## src/rtl/alu_handshake_pkg.sv

```systemverilog
// Shared ALU definitions: default operand width, opcode encodings, CMP result codes.
package UART_pkg;

    localparam int unsigned ALU_DATA_WIDTH = 8;

    typedef enum logic [3:0] {
        ALU_ADD  = 4'd0,
        ALU_SUB  = 4'd1,
        ALU_MUL  = 4'd2,
        ALU_DIV  = 4'd3,
        ALU_AND  = 4'd4,
        ALU_OR   = 4'd5,
        ALU_NAND = 4'd6,
        ALU_NOR  = 4'd7,
        ALU_XOR  = 4'd8,
        ALU_CMP  = 4'd9,
        ALU_SHL  = 4'd10,
        ALU_SHR  = 4'd11
    } Alu_op_e;

    localparam logic [1:0] CMP_EQ = 2'd1;
    localparam logic [1:0] CMP_GT = 2'd2;
    localparam logic [1:0] CMP_LT = 2'd3;

endpackage

```

## src/rtl/alu_handshake_divider.sv

```systemverilog
// Iterative restoring divider: one quotient bit per cycle, MSB first.
// 'done' is asserted for one cycle once all DATA_WIDTH iterations have completed;
// quotient/remainder are valid while 'done' is high.
module alu_divider
    import UART_pkg::*;
#(
    parameter int unsigned DATA_WIDTH = ALU_DATA_WIDTH
) (
    input  logic                  CLK,
    input  logic                  RST,
    input  logic                  start,
    input  logic [DATA_WIDTH-1:0] dividend,
    input  logic [DATA_WIDTH-1:0] divisor,
    output logic                  done,
    output logic [DATA_WIDTH-1:0] quotient,
    output logic [DATA_WIDTH-1:0] remainder
);

    localparam int unsigned CW = $clog2(DATA_WIDTH + 1);

    logic [CW-1:0]         cnt_q;
    logic                  busy_q;
    logic [DATA_WIDTH-1:0] dvs_q;
    logic [DATA_WIDTH-1:0] quo_q;
    logic [DATA_WIDTH-1:0] rem_q;
    logic [DATA_WIDTH:0]   shift_c;
    logic [DATA_WIDTH:0]   trial_c;

    // Shift next dividend bit into the partial remainder and trial-subtract the divisor.
    always_comb begin
        shift_c = {rem_q, quo_q[DATA_WIDTH-1]};
        trial_c = shift_c - {1'b0, dvs_q};
    end

    assign done      = busy_q && (cnt_q == CW'(DATA_WIDTH));
    assign quotient  = quo_q;
    assign remainder = rem_q;

    // Operand latch on start, then one restoring step per cycle until the count reaches W.
    always_ff @(posedge CLK or posedge RST) begin
        if (RST) begin
            busy_q <= 1'b0;
            cnt_q  <= '0;
            dvs_q  <= '0;
            quo_q  <= '0;
            rem_q  <= '0;
        end else if (start) begin
            busy_q <= 1'b1;
            cnt_q  <= '0;
            dvs_q  <= divisor;
            quo_q  <= dividend;
            rem_q  <= '0;
        end else if (busy_q) begin
            if (cnt_q != CW'(DATA_WIDTH)) begin
                cnt_q <= cnt_q + CW'(1);
                if (!trial_c[DATA_WIDTH]) begin
                    rem_q <= trial_c[DATA_WIDTH-1:0];
                    quo_q <= {quo_q[DATA_WIDTH-2:0], 1'b1};
                end else begin
                    rem_q <= shift_c[DATA_WIDTH-1:0];
                    quo_q <= {quo_q[DATA_WIDTH-2:0], 1'b0};
                end
            end else begin
                busy_q <= 1'b0;
            end
        end
    end

endmodule

```

## src/rtl/alu_handshake.sv

```systemverilog
// Handshaked ALU with registered 2*DATA_WIDTH result and status flags.
// Build option ALU_DIV_EN: compiles in the iterative divider and DIV state;
// without it, opcode 3 is treated as undefined.
module alu_handshake
    import UART_pkg::*;
#(
    parameter int unsigned DATA_WIDTH = ALU_DATA_WIDTH
) (
    input  logic                    CLK,
    input  logic                    RST,
    input  logic                    IN_VALID,
    output logic                    IN_READY,
    input  logic [DATA_WIDTH-1:0]   A,
    input  logic [DATA_WIDTH-1:0]   B,
    input  logic [3:0]              ALU_FUN,
    output logic                    OUT_VALID,
    input  logic                    OUT_READY,
    output logic [2*DATA_WIDTH-1:0] ALU_OUT,
    output logic                    OUT_ZERO,
    output logic                    OUT_ERR
);

    localparam int unsigned W2 = 2 * DATA_WIDTH;

`ifdef ALU_DIV_EN
    typedef enum logic {S_IDLE = 1'b0, S_DIV = 1'b1} state_e;
`else
    typedef enum logic {S_IDLE = 1'b0} state_e;
`endif

    state_e          state_q, state_d;
    logic            xfer;
    logic [W2-1:0]   res_c;
    logic            err_c;
    logic            load;
    logic [W2-1:0]   load_val;
    logic            load_err;
    logic            valid_q;
    logic [W2-1:0]   out_q;
    logic            zero_q;
    logic            err_q;
    logic [DATA_WIDTH:0] sum_c;
    logic [DATA_WIDTH:0] diff_c;

`ifdef ALU_DIV_EN
    logic                  div_go;
    logic                  div_done;
    logic [DATA_WIDTH-1:0] div_quo;
    logic [DATA_WIDTH-1:0] div_rem;

    alu_divider #(.DATA_WIDTH(DATA_WIDTH)) u_div (
        .CLK       (CLK),
        .RST       (RST),
        .start     (xfer && div_go),
        .dividend  (A),
        .divisor   (B),
        .done      (div_done),
        .quotient  (div_quo),
        .remainder (div_rem)
    );
`endif

    assign IN_READY  = (state_q == S_IDLE) && (!valid_q || OUT_READY);
    assign xfer      = IN_VALID && IN_READY;
    assign OUT_VALID = valid_q;
    assign ALU_OUT   = out_q;
    assign OUT_ZERO  = zero_q;
    assign OUT_ERR   = err_q;

    // Single-cycle result for every opcode except a DIV with a non-zero divisor.
    always_comb begin
        res_c  = '0;
        err_c  = 1'b0;
        sum_c  = {1'b0, A} + {1'b0, B};
        diff_c = {1'b0, A} - {1'b0, B};
`ifdef ALU_DIV_EN
        div_go = 1'b0;
`endif
        case (ALU_FUN)
            ALU_ADD:  res_c[DATA_WIDTH:0] = sum_c;
            ALU_SUB:  res_c[DATA_WIDTH:0] = diff_c;
            ALU_MUL:  res_c = {{DATA_WIDTH{1'b0}}, A} * {{DATA_WIDTH{1'b0}}, B};
            ALU_DIV: begin
`ifdef ALU_DIV_EN
                if (B == '0) begin
                    res_c = {A, {DATA_WIDTH{1'b1}}};
                    err_c = 1'b1;
                end else begin
                    div_go = 1'b1;
                end
`else
                err_c = 1'b1;
`endif
            end
            ALU_AND:  res_c[DATA_WIDTH-1:0] = A & B;
            ALU_OR:   res_c[DATA_WIDTH-1:0] = A | B;
            ALU_NAND: res_c[DATA_WIDTH-1:0] = ~(A & B);
            ALU_NOR:  res_c[DATA_WIDTH-1:0] = ~(A | B);
            ALU_XOR:  res_c[DATA_WIDTH-1:0] = A ^ B;
            ALU_CMP: begin
                if (A == B)     res_c[1:0] = CMP_EQ;
                else if (A > B) res_c[1:0] = CMP_GT;
                else            res_c[1:0] = CMP_LT;
            end
            ALU_SHL:  res_c[DATA_WIDTH:0] = {A, 1'b0};
            ALU_SHR:  res_c[DATA_WIDTH-1:0] = A >> 1;
            default:  err_c = 1'b1;
        endcase
    end

    // Next state and output-register load selection.
    always_comb begin
        state_d  = state_q;
        load     = 1'b0;
        load_val = res_c;
        load_err = err_c;
        case (state_q)
            S_IDLE: begin
`ifdef ALU_DIV_EN
                if (xfer && div_go) begin
                    state_d = S_DIV;
                end else if (xfer) begin
                    load = 1'b1;
                end
`else
                load = xfer;
`endif
            end
`ifdef ALU_DIV_EN
            S_DIV: begin
                if (div_done) begin
                    load     = 1'b1;
                    load_val = {div_rem, div_quo};
                    load_err = 1'b0;
                    state_d  = S_IDLE;
                end
            end
`endif
            default: state_d = S_IDLE;
        endcase
    end

    // State register.
    always_ff @(posedge CLK or posedge RST) begin
        if (RST) state_q <= S_IDLE;
        else     state_q <= state_d;
    end

    // Output register: a load takes priority over draining, so refill needs no bubble.
    always_ff @(posedge CLK or posedge RST) begin
        if (RST) begin
            valid_q <= 1'b0;
            out_q   <= '0;
            zero_q  <= 1'b0;
            err_q   <= 1'b0;
        end else if (load) begin
            valid_q <= 1'b1;
            out_q   <= load_val;
            zero_q  <= (load_val == '0);
            err_q   <= load_err;
        end else if (OUT_READY) begin
            valid_q <= 1'b0;
        end
    end

endmodule

```

## config.mk

```make
export PLATFORM = sky130hd
export DESIGN_NAME = alu_handshake
export DESIGN_NICKNAME = d
export VERILOG_FILES = /design/src/rtl/alu_handshake_pkg.sv /design/src/rtl/alu_handshake_divider.sv /design/src/rtl/alu_handshake.sv
export SDC_FILE = /design/constraint.sdc
export NUM_CORES = 1
export LEC_CHECK = 0
export CORE_MARGIN = 4
export CORE_UTILIZATION = 55
export CTS_BUF_LIST = sky130_fd_sc_hd__clkbuf_2
export DETAILED_ROUTE_END_ITERATION = 6
export PLACE_DENSITY_LB_ADDON = 0.05
export RECOVER_POWER = 50
export SYNTH_ARGS = -nofsm -noshare
export SYNTH_HDL_FRONTEND = slang
export SYNTH_SLANG_ARGS = --single-unit
```

## constraint.sdc

```tcl
create_clock -name CLK -period 1.4 [get_ports CLK]
set_input_delay 0.21 -clock CLK [delete_from_list [all_inputs] [get_ports CLK]]
set_output_delay 0.21 -clock CLK [all_outputs]
set_load 0.02 [all_outputs]
```

==> flow_metrics.env, run 1 <==
export IMPL_worst_endpoint="OUT_ZERO$_DFFE_PP0P_/D"
export IMPL_synth_flop_cell="dfrtp_1"
export IMPL_synth_edf_count=0
export IMPL_synth_avg_cell_area_sq_um=8.20
export IMPL_cts_buffer_depth=2
export IMPL_synth_distinct_cells=80
export IMPL_yosysTopAreaCellShare=0.172
export IMPL_synthCells=541
export IMPL_grt_start_max_net_pins=25
export IMPL_grt_usage=0.915
export IMPL_cts_made_buffers=3
export IMPL_postCtsHoldBufs=0
export IMPL_ys_seq_elements=19
export IMPL_status="aborted with a tool error"
export IMPL_clock_sinks=19
export IMPL_stop_error="[ERROR GRT-0232] Routing congestion too high. Check the congestion heatmap in the GUI."
export IMPL_yosysWarnings=0
export IMPL_io_pins=44
export IMPL_rows=32
export IMPL_synthTopCellsByCount="inv_1, nor2_1, ha_1"
export IMPL_stop_stage="5_1_grt"
export IMPL_seq_area_frac_synth=0.107
export IMPL_portBuffers=43
export IMPL_cts_root_buf="clkbuf_2"
export IMPL_yosysMostFrequentCell="inv_1"
export IMPL_yosysTopAreaCell="fa_1"
export IMPL_worstEndpointType="sequential cell input"
export IMPL_gp_congestion=0.954
export IMPL_synth_area_sq_um=4430
export IMPL_syn_num_nets=663
export IMPL_synth_area_leaders="fa_1, ha_1, dfrtp_1"
export IMPL_async_flop_share=1.00
export IMPL_initial_core_util=0.571
export IMPL_place_hpwl_microns=13500
export IMPL_die_x_microns=97.8
export IMPL_gr_total_overflow=610
export IMPL_htreeDepth=1
export IMPL_die_h_microns=97.8
==> cells by family after synthesis <==
| logic type | synth area share |
|---|---|
| xor+xnor | 0.0356 |
| buf+inv | 0.108 |
| compound gates | 0.193 |
| fa+ha+maj | 0.341 |
| simple gates | 0.204 |
| flops | 0.107 |
| mux | 0.0116 |
==> repair_timing <==
action / 4_1_cts
resized for setup: 243
setup endpoints to repair: 38
pin swaps: 87
buffers inserted: 44
==> through the flow <==
stage / hold slack [ns] / setup WS, ns / area (sq um) / cells / util
after floorplan: 0.161 / -2.67 / 4670 / 541 / -
after global placement: 0.463 / -3.55 / 6240 / 825 / 0.804
after detailed placement: 0.469 / -3.75 / 6240 / 825 / 0.804
after CTS: 0.189 / -2.77 / 7090 / 868 / 0.913
==> routing by layer <==
layer	overflow	global-route usage
met1	2	0.845
met5	0	0.195
met4	197	1.06
met2	409	1.15
met3	2	0.713
==> run 2: changes to the inputs <==
- CORE_UTILIZATION: 55 -> 40
- CTS_BUF_LIST: sky130_fd_sc_hd__clkbuf_2 -> default
- PLACE_DENSITY_LB_ADDON: 0.05 -> 0.15
- clock period: 1.4 -> 1.82 ns (I/O delays scaled with it)
==> run 2 against run 1 <==
Synthesized cell count did not move. The flow now finishes, with violations (setup timing). Synthesized area did not move.
==> flow_metrics.env, run 2 <==
export IMPL_routed_wl_microns=17100
export IMPL_cts_buffer_depth=2
export IMPL_cp_slowest_stage_delay_ns=0.49
export IMPL_drive_gt1_frac=0.499
export IMPL_hold_class="register to register"
export IMPL_final_core_util=0.690
export IMPL_tightest_slew_ns=0.786
export IMPL_fmax_mhz=239
export IMPL_die_x_microns=113
export IMPL_synth_area_leaders="fa_1, ha_1, dfrtp_1"
export IMPL_yosysMostFrequentCell="inv_1"
export IMPL_crit_path_start_kind="input port"
export IMPL_crit_fanout=4
export IMPL_mostFrequentLayoutCells="buf_4, nand2_1, inv_1, nor2_1, buf_6"
export IMPL_synth_flop_cell="dfrtp_1"
export IMPL_p_per_area_nw_per_um2=740
export IMPL_crit_type="input port to register"
export IMPL_die_h_microns=113
export IMPL_synthTopCellsByCount="inv_1, nor2_1, ha_1"
export IMPL_setup_ws_ns=-2.37
export IMPL_synth_distinct_cells=80
export IMPL_first_pass_iters=5
export IMPL_cts_made_buffers=3
export IMPL_synth_edf_count=0
export IMPL_multi_input_area_sq_um=4270
export IMPL_area_growth_pct=68.8
export IMPL_setup_viol=17
export IMPL_drt_iter0_drc=273
export IMPL_met1_usage=0.340
export IMPL_grt_busiest_layer="met2"
export IMPL_grtUsageMet2=0.470
export IMPL_final_cells=922
export IMPL_synthCells=541
export IMPL_postCtsHoldBufs=0
export IMPL_finalHoldViolations=0
export IMPL_cts_root_buf="clkbuf_8"
export IMPL_grt_util_met3=0.0305
export IMPL_synth_avg_cell_area_sq_um=8.20
export IMPL_total_power_mw=5.54
export IMPL_gp_congestion=0.956
export IMPL_period_needed_ns=4.19
export IMPL_vias=4927
export IMPL_cp_arrival_ns=4.36
export IMPL_place_inst=874
export IMPL_layout_cells_most_common="buf_4"
export IMPL_status="finished, violations left"
export IMPL_n_fill_cell=912
export IMPL_cp_slowest_cell="fa_1"
export IMPL_rows=38
export IMPL_gr_total_overflow=0
export IMPL_skew_ns=0.00200
export IMPL_leakage_nw=3.40
export IMPL_yosysTopAreaCellShare=0.172
export IMPL_placed_area_sq_um=6350
export IMPL_rsz0062_at_grt="yes"
export IMPL_clock_latency_ns=0.26
export IMPL_place_hpwl_microns=13800
export IMPL_grt_pass1_wl_microns=27100
export IMPL_die_area_sq_um=12800
export IMPL_antenna_found_initial=0
export IMPL_final_nets=905
export IMPL_grt_usage=0.268
export IMPL_post_route_drc_count=0
export IMPL_seqCellArea_sq_um=475
export IMPL_portBuffers=43
export IMPL_core_area_sq_um=10800
export IMPL_syn_num_nets=663
export IMPL_maxSlewViolCount=0
export IMPL_ant_nets=0
export IMPL_fin_crit_sh=2.30
export IMPL_via_per_inst=5.34
export IMPL_crit_required_ns=1.99
export IMPL_slew_headroom=0.476
export IMPL_crit_chain="buf_6, clkinvlp_4, buf_4, nor2_2, fa_1, fa_1, fa_1, inv_1, fa_1, inv_2, ha_4, nor3_4, o21ai_2, a31oi_2, mux2i_1, nand4_1, nor4_2, nand4_1, o31ai_2"
export IMPL_yosysWarnings=0
export IMPL_grt_start_max_net_pins=25
export IMPL_io_pins=44
export IMPL_max_cap_viol_count=0
export IMPL_crit_top_cell="fa_1"
export IMPL_route_detailed_wl_per_inst_microns=18.5
export IMPL_initial_core_util=0.409
export IMPL_tritoncts="done"
export IMPL_async_flop_share=1.00
export IMPL_antenna_cells=0
export IMPL_clock_sinks=19
export IMPL_final_cell_area_sq_um=7480
export IMPL_yosysTopAreaCell="fa_1"
export IMPL_vdd_ir_drop_worst_mv=0.751
export IMPL_grt_pass1_vias=5228
export IMPL_failed_checks="setup timing"
export IMPL_htreeDepth=1
export IMPL_largest_reg_flops=16
export IMPL_synth_area_sq_um=4430
export IMPL_crit_path_end_kind="register"
export IMPL_ys_seq_elements=19
export IMPL_path_clk_slew_ns=0.07
export IMPL_seq_area_frac_synth=0.107
run 2: cell counts after synthesis:
Identical to the previous run, type by type.
run 2: worst paths after layout:
path,to,cells after the start,start,slack (ns)
setup / recovery,OUT_ZERO$_DFFE_PP0P_,19,B[6],-2.37
setup reg to reg,OUT_ZERO$_DFFE_PP0P_,7,OUT_VALID$_DFFE_PP0P_,-0.09
hold reg to reg,OUT_ERR$_DFFE_PP0P_,2,OUT_ERR$_DFFE_PP0P_,0.48
max in group asynchronous,OUT_ZERO$_DFFE_PP0P_,2,RST,0.74
hold / removal,OUT_ERR$_DFFE_PP0P_,2,OUT_ERR$_DFFE_PP0P_,0.48
min in group asynchronous,OUT_VALID$_DFFE_PP0P_,2,RST,0.59
run 2: cells by family (layout without fill, tap and decap cells):
group	after synthesis	count (layout)	synth area share
DFF	19	19	0.107
buffers and inverters	96	337	0.108
xor gates and xnor gates	18	18	0.0356
adders and majority gates	98	98	0.341
AOI/OAI and AO/OA	122	122	0.193
muxes	5	5	0.0116
and+or+nand+nor	183	183	0.204
run 2: area by class of cell:
type	count	area share
Tap cell	140	0.0234
Inverter	77	0.0458
Sequential cell	19	0.0635
Multi-Input combinational cell	426	0.571
Clock buffer	4	0.00602
Timing Repair Buffer	256	0.290
run 2: routing by layer:
metal  vias up  routed length [microns]
met5         -                        0
met4         0                      551
met3        33                      693
met2       142                     8610
met1      2409                     7210
li1       2343                        -
run 2: timing repair:
item | CTS | global route
setup endpoints to repair | 18 | 17
resized for setup | 207 | 58
pin swaps | 79 | 41
buffers inserted | 37 | 19
run 2: report_power, final:
| part | internal, mW | switching, mW |
|---|---|---|
| clock network | 0.156 | 0.152 |
| registers | 0.479 | 0.0318 |
| logic | 2.44 | 2.28 |
| total | 3.08 | 2.46 |
run 2: through the flow:
| stage | hold WS [ns] | setup TNS (ns) | setup slack (ns) |
|---|---|---|---|
| final | 0.483 | -28.30 | -2.37 |
| after floorplan | 0.224 | -23.47 | -2.31 |
| after detailed placement | 0.471 | -45.11 | -3.48 |
| after CTS | 0.466 | -28.38 | -2.36 |
| after global routing | 0.513 | -30.67 | -2.58 |
| after global placement | 0.468 | -44.31 | -3.37 |
run 2: critical path: cells and delay by family:
kind	cells	cell delay [ns]
simple gates	5	0.73
fa+ha+maj	5	2.08
mux	1	0.26
compound gates	3	0.57
buf+inv	5	0.46
Note: power is estimated with default switching activity, not from simulation.
==> RTL edit: new RTL, flow settings as in run 2 <==
Put one more register stage on the output `OUT_ERR`. The value now appears one clock later. The other outputs are not delayed to match.
--- a/src/rtl/alu_handshake.sv
+++ b/src/rtl/alu_handshake.sv
@@ -66,5 +66,7 @@
     assign ALU_OUT   = out_q;
     assign OUT_ZERO  = zero_q;
-    assign OUT_ERR   = err_q;
+    always_ff @(posedge CLK) begin
+        OUT_ERR <= err_q;
+    end
 
     // Single-cycle result for every opcode except a DIV with a non-zero divisor.
Function: changed (Yosys sat finds a counterexample within 4 cycles, from zero or initial values and one cycle with RST high).
==> RTL edit against run 2 <==
The run still ends with setup timing left; critical endpoint unchanged; sequential cell count grew 1; sequential power rose by 6.5%; combinational power shrank 5.1%; setup slack lost 0.19 ns; fmax is 4.4% lower; routed wire length shrank 8.1%; power shrank 1.4%; area after synthesis decreased by 3.9%; cell area fell by 5.6%.
==> RTL edit: results (changes against run 2) <==
| Metric | Value |
|---|---|
| Fraction of the mapped netlist area in compound gates | 20.20% (+0.90 points) |
| Final layout net count | 854 (-5.6%) |
| Synthesized net count | 647 (-2.4%) |
| Via density per instance | 5.383 (+0.74%) |
| Most frequent cells after synthesis | 81 x inv_1, 66 x nor2_1, 63 x ha_1 |
| Worst hold path depth | 0 (-2) |
| Pre-CTS setup slack | -3.477 ns (+0.005850 ns) |
| Run status | complete, but fails checks |
| Top area cells in the synthesized netlist | ha_1 18%, fa_1 18%, dfrtp_1 11% |
| Number of unique standard cell types used by synthesis | 68 (-15%) |
| Post-synthesis instance total | 522 (-3.5%) |
| Fraction of synthesis flops using an asynchronous set or reset pin | 95.00% (-5.0 points) |
| Xor/xnor share of the synthesized area | 2.672% (-0.88 points) |
| Sequential cell area fraction in the yosys report | 11.63% (+0.90 points) |
| Worst setup slack after layout | -2.562 ns (-0.1929 ns) |
| Antenna fix cells | 0 (unchanged) |
| Failing checks | setup timing |
| Pin slew with the least headroom to its limit | 0.7099 ns (-0.07597 ns) |
| Standby leakage power | 0.003263 uW (-3.9%) |
| GRT Util Overall | 25.36% (-1.4 points) |
| Tightest hold margin | 0.3752 ns (-0.1080 ns) |
| Slack of the worst reg-to-reg path | -0.17 ns (-0.08 ns) |
| Share of synthesized cell area in full adder, half adder and majority cells | 36.35% (+2.3 points) |
| VDD IR max | 880.9 uV (+17%) |
| Detail Placement HPWL | 12540 um (-9.3%) |
| Worst Path Arrival | 4.54 ns (+0.18 ns) |
| Fraction of final layout cells sized beyond drive strength 1 | 47.66% (-2.2 points) |
| Dpl cells | 835 (-4.5%) |
| Fin Setup TNS | -29.34 ns (-1.041 ns) |
| Count of vias placed by the detailed router | 4651 (-5.6%) |
| 1st-iter DRT viols | 331 (+21%) |
| Root buffer selected by CTS | clkbuf_8 |
| Count of cells along the worst register-to-register path | 8 (+1) |
| Setup-failing EPs final | 17 (unchanged) |
| Startpoint of the most critical hold path | err_q$_DFFE_PP0P_ |
| RD Place Congestion | 0.9831 (+2.8%) |
| Routed WL per cell | 18.15 um (-2.0%) |
| Wire length of the first global-routing pass | 25700 um (-5.3%) |
| Clock tree skew after final layout | 0.001289 ns (-0.0007082 ns) |
| Vias in the first global route | 4985 (-4.6%) |
| Fraction of synthesized area in multiplexers | 2.613% (+1.5 points) |
==> RTL edit: cell count changes after synthesis, sizes merged, moves of 4 or more <==
cell           run 2  this run
nand2             54        42
a21oi             19        23
inv               74        83
buf               12         8
o221ai             2         6
nand3              8        15
o31ai              5        16
o21ai             31        21
mux2               1         6
xnor2             15         8
a31oi              9         3
clkbuf             6        10
==> RTL edit: logic make-up (layout without fill, tap and decap cells) <==
family	count (synthesis)	count (layout)
mux	10	10
fa+ha+maj	101	101
xor+xnor	13	13
simple gates	157	157
buf+inv	102	308
flops	20	20
compound gates	119	119
==> RTL edit: final cells by class <==
class,instances,area [um2]
Clock buffer,3,41.29
Tap cell,136,170.2
Clock inverter,1,30.03
Sequential cell,20,495.5
Timing Repair Buffer,220,1896
Inverter,84,362.8
Fill cell,847,3302
Multi-Input combinational cell,400,4073
==> RTL edit: metal layers <==
layer	part of all wire [%]	global-route usage (%)	routed length, um
met1	43	33.85	6699
met2	50	43.71	7795
met3	4.9	2.675	767
met4	2.7	6.650	417
met5	0	0	0
==> RTL edit: stage by stage <==
stage | total power (uW) | cell area [um2] | util (%)
finish | 5464 | 7068 | 68.16
CTS | 5192 | 6907 | 66.60
floorplan | 2547 | 4451 | -
detailed placement | 4173 | 6111 | 58.93
global placement | 4124 | 6111 | 58.93
global route | 5877 | 7068 | 68.16
==> RTL edit: critical path: stages <==
cell and delay, ns:
buf_12 0.09, clkinvlp_4 0.14, buf_4 0.17, nor2_4 0.08, fa_1 0.46, fa_1 0.46, fa_1 0.51, inv_2 0.04
fa_1 0.49, inv_2 0.05, ha_4 0.16, or3_1 0.37, o22a_1 0.24, xnor2_2 0.20, o221ai_2 0.14, nor4_2 0.22
nand4_1 0.14, o41ai_2 0.29
==> RTL edit: how the worst max path moves through the flow <==
stage	start	endpoint	slack, ns	depth (start not counted)
final	A[3]	OUT_ZERO$_DFFE_PP0P_	-2.56	18
after global routing	B[7]	OUT_ZERO$_DFFE_PP0P_	-2.76	19
after CTS	B[7]	OUT_ZERO$_DFFE_PP0P_	-2.51	19
after detailed placement	A[3]	OUT_ZERO$_DFFE_PP0P_	-3.48	18
after global placement	A[3]	OUT_ZERO$_DFFE_PP0P_	-3.40	18
after floorplan	B[6]	OUT_ZERO$_DFFE_PP0P_	-2.47	16
==> RTL edit: power by group <==
group,switching [uW],internal (uW)
combinational,2160,2310
clock,151,294
sequential,36.8,507
total,2350,3110
==> RTL edit: timing repair <==
action / 4_1_cts / 5_1_grt
endpoints found under the setup margin: 18 / 18
setup buffers: 28 / 5
pin swaps: 86 / 27
hold buffers: 0 / 0
resized for setup: 224 / 29
